File: src/rtl/alu_pkg.sv
// Shared encodings for the argon multi-cycle ALU: bus commands, opcodes,
// flag bit positions and the multiplier sequencer states.
package alu_pkg;

  typedef enum logic [3:0] {
    CMD_NOP  = 4'd0,
    LATCH_A  = 4'd1,
    LATCH_B  = 4'd2,
    LATCH_F  = 4'd3,
    LATCH_OP = 4'd4,
    START    = 4'd5,
    OUT_Y    = 4'd6,
    OUT_H    = 4'd7,
    OUT_F    = 4'd8
  } cmd_t;

  // Codes 15..31 are reserved and behave as no-ops on START.
  typedef enum logic [4:0] {
    OP_ADD  = 5'd0,
    OP_ADC  = 5'd1,
    OP_SBC  = 5'd2,
    OP_INC  = 5'd3,
    OP_DEC  = 5'd4,
    OP_NAND = 5'd5,
    OP_AND  = 5'd6,
    OP_OR   = 5'd7,
    OP_NOR  = 5'd8,
    OP_XOR  = 5'd9,
    OP_LSH  = 5'd10,
    OP_RSH  = 5'd11,
    OP_ASR  = 5'd12,
    OP_CMP  = 5'd13,
    OP_MUL  = 5'd14
  } op_t;

  localparam int unsigned FLAG_W     = 8;
  localparam int unsigned F_CARRY    = 0;
  localparam int unsigned F_ZERO     = 1;
  localparam int unsigned F_EQUAL    = 2;
  localparam int unsigned F_GREATER  = 3;
  localparam int unsigned F_LESS     = 4;
  localparam int unsigned F_OVF      = 5;
  localparam int unsigned F_SGREATER = 6;
  localparam int unsigned F_SLESS    = 7;

  typedef enum logic [1:0] {
    ST_IDLE = 2'd0,
    ST_MUL  = 2'd1,
    ST_DONE = 2'd2
  } mul_state_t;

endpackage

File: src/rtl/argon_mul_iter.sv
// Iterative unsigned shift-add multiplier: one partial product per cycle,
// WIDTH cycles of accumulation followed by a one-cycle DONE state.
module argon_mul_iter
  import alu_pkg::*;
#(
  parameter int WIDTH = 16
) (
  input  logic                 clk_i,
  input  logic                 rst_ni,
  input  logic                 start_i,
  input  logic [WIDTH-1:0]     a_i,
  input  logic [WIDTH-1:0]     b_i,
  output logic                 busy_o,
  output logic                 done_o,
  output logic [2*WIDTH-1:0]   product_o
);

  localparam int unsigned CW = $clog2(WIDTH);

  mul_state_t           state_q;
  logic [CW-1:0]        cnt_q;
  logic [2*WIDTH-1:0]   mcand_q;
  logic [WIDTH-1:0]     mplier_q;
  logic [2*WIDTH-1:0]   prod_q;
  logic                 busy_q;
  logic                 done_q;

  // Sequencer: snapshot operands on start, accumulate WIDTH cycles, flag done.
  always_ff @(posedge clk_i or negedge rst_ni) begin
    if (!rst_ni) begin
      state_q  <= ST_IDLE;
      cnt_q    <= '0;
      mcand_q  <= '0;
      mplier_q <= '0;
      prod_q   <= '0;
      busy_q   <= 1'b0;
      done_q   <= 1'b0;
    end else begin
      case (state_q)
        ST_IDLE: begin
          if (start_i) begin
            mcand_q  <= {{WIDTH{1'b0}}, a_i};
            mplier_q <= b_i;
            prod_q   <= '0;
            cnt_q    <= '0;
            busy_q   <= 1'b1;
            state_q  <= ST_MUL;
          end
        end
        ST_MUL: begin
          if (mplier_q[0]) begin
            prod_q <= prod_q + mcand_q;
          end
          mcand_q  <= mcand_q << 1;
          mplier_q <= mplier_q >> 1;
          cnt_q    <= cnt_q + 1'b1;
          if (cnt_q == CW'(WIDTH - 1)) begin
            state_q <= ST_DONE;
            done_q  <= 1'b1;
          end
        end
        ST_DONE: begin
          state_q <= ST_IDLE;
          busy_q  <= 1'b0;
          done_q  <= 1'b0;
        end
        default: begin
          state_q <= ST_IDLE;
          busy_q  <= 1'b0;
          done_q  <= 1'b0;
        end
      endcase
    end
  end

  assign busy_o    = busy_q;
  assign done_o    = done_q;
  assign product_o = prod_q;

endmodule

File: src/rtl/argon_alu_mc.sv
// Bus-controlled ALU: operand/flag/opcode latches, single-cycle ALU ops and
// an iterative multiplier that holds the bus busy while it runs.
module argon_alu_mc
  import alu_pkg::*;
#(
  parameter int WIDTH = 16,
  parameter int SHW   = $clog2(WIDTH)
) (
  input  logic             i_Clk,
  input  logic             i_Reset_n,
  input  logic             i_valid,
  input  logic [3:0]       i_command,
  input  logic [WIDTH-1:0] i_data,
  output logic [WIDTH-1:0] o_data,
  output logic             o_valid,
  output logic             o_busy
);

  logic [WIDTH-1:0]   a_q, a_d, b_q, b_d, y_q, y_d, h_q, h_d;
  logic [FLAG_W-1:0]  f_q, f_d;
  logic [4:0]         op_q, op_d;

  cmd_t               cmd;
  logic               accept;
  logic               mul_start, mul_busy, mul_done;
  logic [2*WIDTH-1:0] mul_prod;

  logic [WIDTH:0]     alu_r;
  logic [WIDTH-1:0]   alu_bb, alu_y;
  logic [FLAG_W-1:0]  alu_f;
  logic [SHW-1:0]     alu_sh;
  logic               alu_add, alu_sub, alu_cmp, alu_ok, alu_cin;

  assign cmd       = cmd_t'(i_command);
  assign accept    = i_valid && !mul_busy;
  assign mul_start = accept && (cmd == START) && (op_q == OP_MUL);
  assign o_busy    = mul_busy;

  argon_mul_iter #(
    .WIDTH(WIDTH)
  ) u_mul (
    .clk_i    (i_Clk),
    .rst_ni   (i_Reset_n),
    .start_i  (mul_start),
    .a_i      (a_q),
    .b_i      (b_q),
    .busy_o   (mul_busy),
    .done_o   (mul_done),
    .product_o(mul_prod)
  );

  // Single-cycle datapath on WIDTH+1 bits; bit WIDTH is carry/borrow.
  always_comb begin
    alu_r   = '0;
    alu_bb  = b_q;
    alu_add = 1'b0;
    alu_sub = 1'b0;
    alu_cmp = 1'b0;
    alu_ok  = 1'b1;
    alu_cin = f_q[F_CARRY];
    alu_sh  = b_q[SHW-1:0];
    alu_y   = y_q;
    alu_f   = '0;
    case (op_t'(op_q))
      OP_ADD:  begin alu_r = {1'b0, a_q} + {1'b0, b_q}; alu_add = 1'b1; end
      OP_ADC:  begin
        alu_r   = {1'b0, a_q} + {1'b0, b_q} + {{WIDTH{1'b0}}, alu_cin};
        alu_add = 1'b1;
      end
      OP_SBC:  begin
        alu_r   = {1'b0, a_q} - {1'b0, b_q} - {{WIDTH{1'b0}}, alu_cin};
        alu_sub = 1'b1;
      end
      OP_INC:  begin
        alu_bb  = WIDTH'(1);
        alu_r   = {1'b0, a_q} + (WIDTH+1)'(1);
        alu_add = 1'b1;
      end
      OP_DEC:  begin
        alu_bb  = WIDTH'(1);
        alu_r   = {1'b0, a_q} - (WIDTH+1)'(1);
        alu_sub = 1'b1;
      end
      OP_NAND: alu_r = {1'b0, ~(a_q & b_q)};
      OP_AND:  alu_r = {1'b0, a_q & b_q};
      OP_OR:   alu_r = {1'b0, a_q | b_q};
      OP_NOR:  alu_r = {1'b0, ~(a_q | b_q)};
      OP_XOR:  alu_r = {1'b0, a_q ^ b_q};
      OP_LSH:  alu_r = {1'b0, a_q} << alu_sh;
      OP_RSH:  alu_r = {1'b0, a_q >> alu_sh};
      OP_ASR:  alu_r = {1'b0, $unsigned($signed(a_q) >>> alu_sh)};
      OP_CMP:  alu_cmp = 1'b1;
      default: alu_ok = 1'b0;
    endcase

    if (alu_cmp) begin
      alu_f[F_CARRY]    = f_q[F_CARRY];
      alu_f[F_ZERO]     = (a_q == b_q);
      alu_f[F_EQUAL]    = (a_q == b_q);
      alu_f[F_GREATER]  = (a_q > b_q);
      alu_f[F_LESS]     = (a_q < b_q);
      alu_f[F_SGREATER] = ($signed(a_q) > $signed(b_q));
      alu_f[F_SLESS]    = ($signed(a_q) < $signed(b_q));
    end else begin
      alu_y          = alu_r[WIDTH-1:0];
      alu_f[F_CARRY] = alu_r[WIDTH];
      alu_f[F_ZERO]  = (alu_r[WIDTH-1:0] == '0);
      alu_f[F_OVF]   = (alu_add && (a_q[WIDTH-1] == alu_bb[WIDTH-1])
                                && (alu_r[WIDTH-1] != a_q[WIDTH-1]))
                    || (alu_sub && (a_q[WIDTH-1] != alu_bb[WIDTH-1])
                                && (alu_r[WIDTH-1] != a_q[WIDTH-1]));
    end
  end

  // Register next-state: bus writes when idle, multiplier result on done.
  always_comb begin
    a_d  = a_q;
    b_d  = b_q;
    f_d  = f_q;
    op_d = op_q;
    y_d  = y_q;
    h_d  = h_q;
    if (accept) begin
      case (cmd)
        LATCH_A:  a_d  = i_data;
        LATCH_B:  b_d  = i_data;
        LATCH_F:  f_d  = i_data[FLAG_W-1:0];
        LATCH_OP: op_d = i_data[4:0];
        START: begin
          if (alu_ok) begin
            y_d = alu_y;
            f_d = alu_f;
            h_d = '0;
          end
        end
        default: ;
      endcase
    end
    if (mul_done) begin
      y_d            = mul_prod[WIDTH-1:0];
      h_d            = mul_prod[2*WIDTH-1:WIDTH];
      f_d            = '0;
      f_d[F_CARRY]   = (mul_prod[2*WIDTH-1:WIDTH] != '0);
      f_d[F_ZERO]    = (mul_prod == '0);
    end
  end

  // Architectural state registers.
  always_ff @(posedge i_Clk or negedge i_Reset_n) begin
    if (!i_Reset_n) begin
      a_q  <= '0;
      b_q  <= '0;
      f_q  <= '0;
      op_q <= '0;
      y_q  <= '0;
      h_q  <= '0;
    end else begin
      a_q  <= a_d;
      b_q  <= b_d;
      f_q  <= f_d;
      op_q <= op_d;
      y_q  <= y_d;
      h_q  <= h_d;
    end
  end

  // Read port: Y/H withheld while the multiplier runs, flags always readable.
  always_comb begin
    o_valid = 1'b0;
    o_data  = '0;
    if (i_Reset_n && i_valid) begin
      case (cmd)
        OUT_Y: if (!mul_busy) begin o_valid = 1'b1; o_data = y_q; end
        OUT_H: if (!mul_busy) begin o_valid = 1'b1; o_data = h_q; end
        OUT_F: begin
          o_valid = 1'b1;
          o_data  = {{(WIDTH-FLAG_W){1'b0}}, f_q};
        end
        default: ;
      endcase
    end
  end

endmodule

File: config.mk
export PLATFORM = sky130hd
export DESIGN_NAME = argon_alu_mc
export DESIGN_NICKNAME = d
export VERILOG_FILES = /design/src/rtl/alu_pkg.sv /design/src/rtl/argon_mul_iter.sv /design/src/rtl/argon_alu_mc.sv
export SDC_FILE = /design/constraint.sdc
export NUM_CORES = 1
export LEC_CHECK = 0
export ABC_AREA = 1
export CORE_MARGIN = 2
export CORE_UTILIZATION = 38
export CTS_CLUSTER_DIAMETER = 80
export DETAILED_ROUTE_END_ITERATION = 16
export PLACE_DENSITY = 0.65
export REMOVE_ABC_BUFFERS = 1
export SYNTH_ARGS = -nofsm -noshare
export SYNTH_HDL_FRONTEND = slang
export SYNTH_SLANG_ARGS = --single-unit
File: constraint.sdc
create_clock -name i_Clk -period 4.1 [get_ports i_Clk]
set_input_delay 0.82 -clock i_Clk [delete_from_list [all_inputs] [get_ports i_Clk]]
set_output_delay 0.82 -clock i_Clk [all_outputs]
set_load 0.005 [all_outputs]
==> flow_summary.yaml <==
status:
  status: "finished clean"
power:
  power_density_nw_per_um2: 572
  p_leak_nw: 8.48
  peakVddDrop_uv: 316
  total_power_mw: 9.79
yosys:
  syn_area_per_cell_sq_um: 6.50
  yosys.area.top_type: "dfrtp_1"
  synth_area_leaders: "dfrtp_1 27%, nand2_1 15%, ha_1 10%"
  ys.flop_type: "dfrtp_1"
  yosysUniqueCellTypes: 54
  synth-seq-cells: 165
  syn_area_sq_um: 15300
  synth-edff-count: 0
  synthArstFlopShare_pct: 100
  yosysTopAreaCellShare_pct: 27.0
  ys_warn_count: 0
  ys_seq_area_share_pct: 27.0
  netlist_instances: 2351
route:
  dr.pass1.iters: 7
  wl_per_cell_um: 19.8
  post-route-drc-count: 0
  first_iter_violations: 1830
  vias_per_cell: 5.61
  vias: 16500
  drt-total-wl_um: 58200
  final_antenna_net_count: 0
placement:
  dp_hpwl_um: 46600
  port_buffers: 40
  placed_cell_area_sq_um: 16500
  place.gp.congestion: 0.990
  dp.cells: 2902
layout:
  fillers: 4262
  stdcell_count: 2934
  syn_to_final_growth_pct: 12.0
  final_cell_area_sq_um: 17100
  drive_gt1_share_pct: 6.52
  finalNetCount: 2551
  diodes: 0
global_routing:
  grt_pass1_vias: 15200
  track_usage_pct: 28.1
  antenna_found_initial: 0
  grt-ovfl-total: 0
  grt_max_degree: 166
  grt_pass1_wl_um: 89900
timing:
  finalCritPeriodShare_pct: 91.6
  skew_ns: 0.0153
  post-route-min-period_ns: 3.75
  holdWs_ns: 0.449
  relSlewSlack_pct: 32.8
  worst_pin_slew_ns: 1.00
  finalSetupViolCount: 0
  clock.fmax_mhz: 266
  rsz0062_at_grt: "no"
  hold_viol_final: 0
  drv_slew: 0
clock_tree:
  cts_setup_buffers: 0
  clk_pin_slew_ns: 0.08
  cts_tree: "yes"
  clock_latency_ns: 0.46
  cts_buffer_depth: 2
  hold_buffers: 0
  clock-sinks: 165
  cts_root_buffer: "clkbuf_16"
  cts_resized: 0
  cts.htree.levels: 4
  cts_buffers: 17
floorplan:
  num_io_pins: 41
  core_region_area_sq_um: 39700
  initial_core_util_pct: 38.4
  fp-row-count: 73
  die_y_um: 204
  dieArea_sq_um: 41800
  die_w_um: 204
critical_path:
  critPathCaptureType: "primary output"
  start_kind: "input port"
  critical_path_required_ns: 3.28
  cp.arrival_ns: 2.93
  worstPathMaxFanout: 10
  crit_type: "input port to primary output"
hold_path:
  hold_path.class: "input port to async pin"
run:
  maxCapViolCount: 0
-- kinds of logic after synthesis --
family | synth area share (%)
compound gates | 18.5
simple gates | 32.0
fa+ha+maj | 11.1
xor+xnor | 0.746
buf+inv | 10.6
flops | 27.0
-- per-stage QoR --
stage	setup WS, ns	util, %	setup TNS, ns
after CTS	0.370	43.1	0
after detailed placement	0.387	41.5	0
after global routing	0.00776	43.1	0
after floorplan	-1.11	-	-77.69
after global placement	0.403	41.5	0
final	0.346	43.1	0
-- cell type report --
cell class	instances	area, sq um	area share (%)
sequential	165	4130	24.1
timing repair buffer	100	877	5.13
inverter	340	1280	7.47
clock buffer	17	425	2.49
multi-input combinational	1772	9530	55.7
tap	525	657	3.84
clock inverter	15	213	1.24
-- state kept, by name, summed over array words and instances (netlist names) --
signal / count
y_q: 16
u_mul.mplier_q: 16
u_mul.done_o: 1
u_mul.busy_o: 1
h_q: 16
u_mul.cnt_q: 4
op_q: 5
b_q: 16
a_q: 16
u_mul.state_q: 2
u_mul.mcand_q: 32
u_mul.product_o: 32
f_q: 8
-- cells in the mapped netlist, types with 14 or more instances --
cell type  number
a21oi_1       123
buf_2          17
clkbuf_1       46
dfrtp_1       165
ha_1          127
inv_1         322
inv_2          14
nand2_1       604
nand2_2        17
nand3_1       234
nand4_1        36
nor2_1        182
nor3_1         16
o211ai_1       39
o21ai_0       192
o21ai_1        15
o221ai_1       16
o22ai_1        50
-- layout by cell type (no fill, tap or decap), types with 5 or more instances in the layout --
master,netlist,final
and2_1,5,5
nor4_1,8,8
o21bai_1,11,11
clkdlybuf4s50_1,0,39
nand2_1,604,603
fa_1,5,5
a21o_1,6,6
nor2_4,4,5
o22ai_1,50,50
ha_1,127,127
a21oi_1,123,123
nand3b_1,9,9
nand3_2,7,7
nor2_1,182,181
nand2_2,17,18
o21ai_1,15,15
inv_1,322,322
nor2_2,9,9
xor2_1,9,9
o221ai_1,16,16
o211ai_1,39,39
inv_2,14,14
clkinv_8,0,6
o21ai_0,192,192
nor3_1,16,16
nand4_1,36,36
clkbuf_16,0,17
buf_4,6,58
nand3_1,234,234
a31oi_1,11,11
dfrtp_1,165,165
-- critical path, stage by stage --
cell and delay [ns]:
clkdlybuf4s50_1 0.43, buf_4 0.18, nor2_1 0.16, nand3_1 0.10, or2_2 0.37, o21ai_0 0.31
clkdlybuf4s50_1 0.56
-- routing by layer --
layer | GRT usage [%] | vias up | routed length [um]
li1 | - | 7910 | -
met1 | 39.5 | 7757 | 26600
met2 | 43.7 | 677 | 25400
met3 | 4.30 | 114 | 4170
met4 | 9.94 | 0 | 2020
met5 | 0 | - | 0
-- worst paths after layout --
kind | from | cells after the start | slack, ns | endpoint
hold / removal | i_Reset_n | 2 | 0.45 | f_q[7]$_DFFE_PN0P_
setup / recovery | i_command[1] | 7 | 0.35 | o_data[0]
min in group i_Clk | y_q[0]$_DFFE_PN0P_ | 2 | 0.51 | y_q[0]$_DFFE_PN0P_
max in group asynchronous | i_Reset_n | 2 | 2.88 | u_mul.mcand_q[30]$_DFFE_PN0P_
setup reg to reg | op_q[4]$_DFFE_PN0P_ | 25 | 0.42 | f_q[0]$_DFFE_PN0P_
hold reg to reg | y_q[0]$_DFFE_PN0P_ | 2 | 0.51 | y_q[0]$_DFFE_PN0P_
-- where the power goes --
| part | internal (mW) | switching, mW | total [mW] |
|---|---|---|---|
| Clock | 0.891 | 0.807 | 1.70 |
| Sequential | 2.08 | 0.390 | 2.47 |
| Combinational | 1.79 | 3.82 | 5.62 |
| Total | 4.77 | 5.02 | 9.79 |
No activity file was read; power rests on OpenSTA's default activity.
==> edit, RTL diff (same settings) <==
Reset style: synchronous (`i_Reset_n` and `rst_ni`), changed in 2 clocked blocks.
--- a/src/rtl/argon_mul_iter.sv
+++ b/src/rtl/argon_mul_iter.sv
@@ -26,7 +26,7 @@
   logic                 done_q;
 
   // Sequencer: snapshot operands on start, accumulate WIDTH cycles, flag done.
-  always_ff @(posedge clk_i or negedge rst_ni) begin
+  always_ff @(posedge clk_i) begin
     if (!rst_ni) begin
       state_q  <= ST_IDLE;
       cnt_q    <= '0;
--- a/src/rtl/argon_alu_mc.sv
+++ b/src/rtl/argon_alu_mc.sv
@@ -146,7 +146,7 @@
   end
 
   // Architectural state registers.
-  always_ff @(posedge i_Clk or negedge i_Reset_n) begin
+  always_ff @(posedge i_Clk) begin
     if (!i_Reset_n) begin
       a_q  <= '0;
       b_q  <= '0;
Formal check against the unedited RTL: differs if i_Reset_n is asserted again (counterexample within 4 cycles, from zero or initial values and one cycle with i_Reset_n low); with i_Reset_n held inactive, the same outputs for 4 cycles.
==> edit against the unedited design <==
- design area fell by 3.2%
- area after synthesis fell by 2.7%
- via count grew 3.7%
- routed wire length up 3.5%
- setup slack worse by 0.13 ns
- sequential cell count unchanged
Power is not compared: it rests on default switching activity, and its combinational part moved more than twofold at a synthesized area within 25%.
==> edit: results <==
[final_layout]
non_clock_buffer_area_share_pct = 5.092
layout.nets = 2622
design_area_um2 = 16560
clk_share_pct = 3.566
inv_count = 241
drive_gt1_share_pct = 7.152
multi_input_area_um2 = 10270
fin_cells = 2993
n_all_buffers = 98

[logic_synthesis]
synth-adder-area-share_pct = 11.79
synth-compound-area-share_pct = 19.86
synthArstFlopShare_pct = 0
synth.area.top_cells = dfxtp_1 22%, nand2_1 17%, ha_1 11%, a21oi_1 7.7%, nand3_1 7.1%
muxShareOfSynthArea_pct = 0.06739
syn-instance-count = 2432
synth_xor_area_share_pct = 0.4633
ys_top_cells_by_count = 689 x nand2_1, 230 x a21oi_1, 223 x inv_1
synth-seq-area-share_pct = 22.24

[drt]
drtIter0Drc = 1937
met3WireLength_um = 5801
m1WireLength_um = 28070
vias_per_cell = 5.704

[outcome]
outcome = complete, no violations

[critical_path]
r2r_cells = 22
r2r_start = a_q[6]
r2r_slack_ns = 0.24
timing.rr.end = f_q[1]
cp_max_fo = 9
crit_path_end = o_data[8]
startpoint = i_command[2]

[timing]
worstMarginPinSlew_ns = 1.165
worst_slack_ns = 0.2198

[grt]
use_met1_pct = 42.79
grt_util_met2_pct = 43.18
grt_pass1_vias = 15500
grt.total_usage_pct = 29.43
grt_max_degree = 68

[min_path]
hp-class = flip-flop to flip-flop
edit: cell types whose count changed after synthesis, sizes merged, moves of 19 or more:
cell / unedited run / this run
dfrtp: 165 / 0
dfxtp: 0 / 165
a21oi: 127 / 233
inv: 337 / 238
nand2: 622 / 706
o22ai: 50 / 5
a31oi: 11 / 46
o21ai: 208 / 180
o211ai: 39 / 13
nor2: 195 / 214
edit: timing repair:
action,4_1_cts,5_1_grt
gates resized for setup,0,1
setup buffers,0,0
endpoints found under the setup margin,0,4
edit: logic make-up after synthesis:
family	count (synthesis)
buffers and inverters	328
xor gates and xnor gates	7
muxes	1
AOI/OAI and AO/OA	534
adders and majority gates	137
DFF	165
and+or+nand+nor	1260
edit: where the power goes:
part	internal (W)	leakage, nW	switching (W)	total (W)
clock	0.000817	0.283	0.000844	0.00166
combinational	0.000185	5.58	0.000404	0.000588
sequential	0.00161	1.33	0.0000139	0.00163
total	0.00261	7.19	0.00126	0.00388
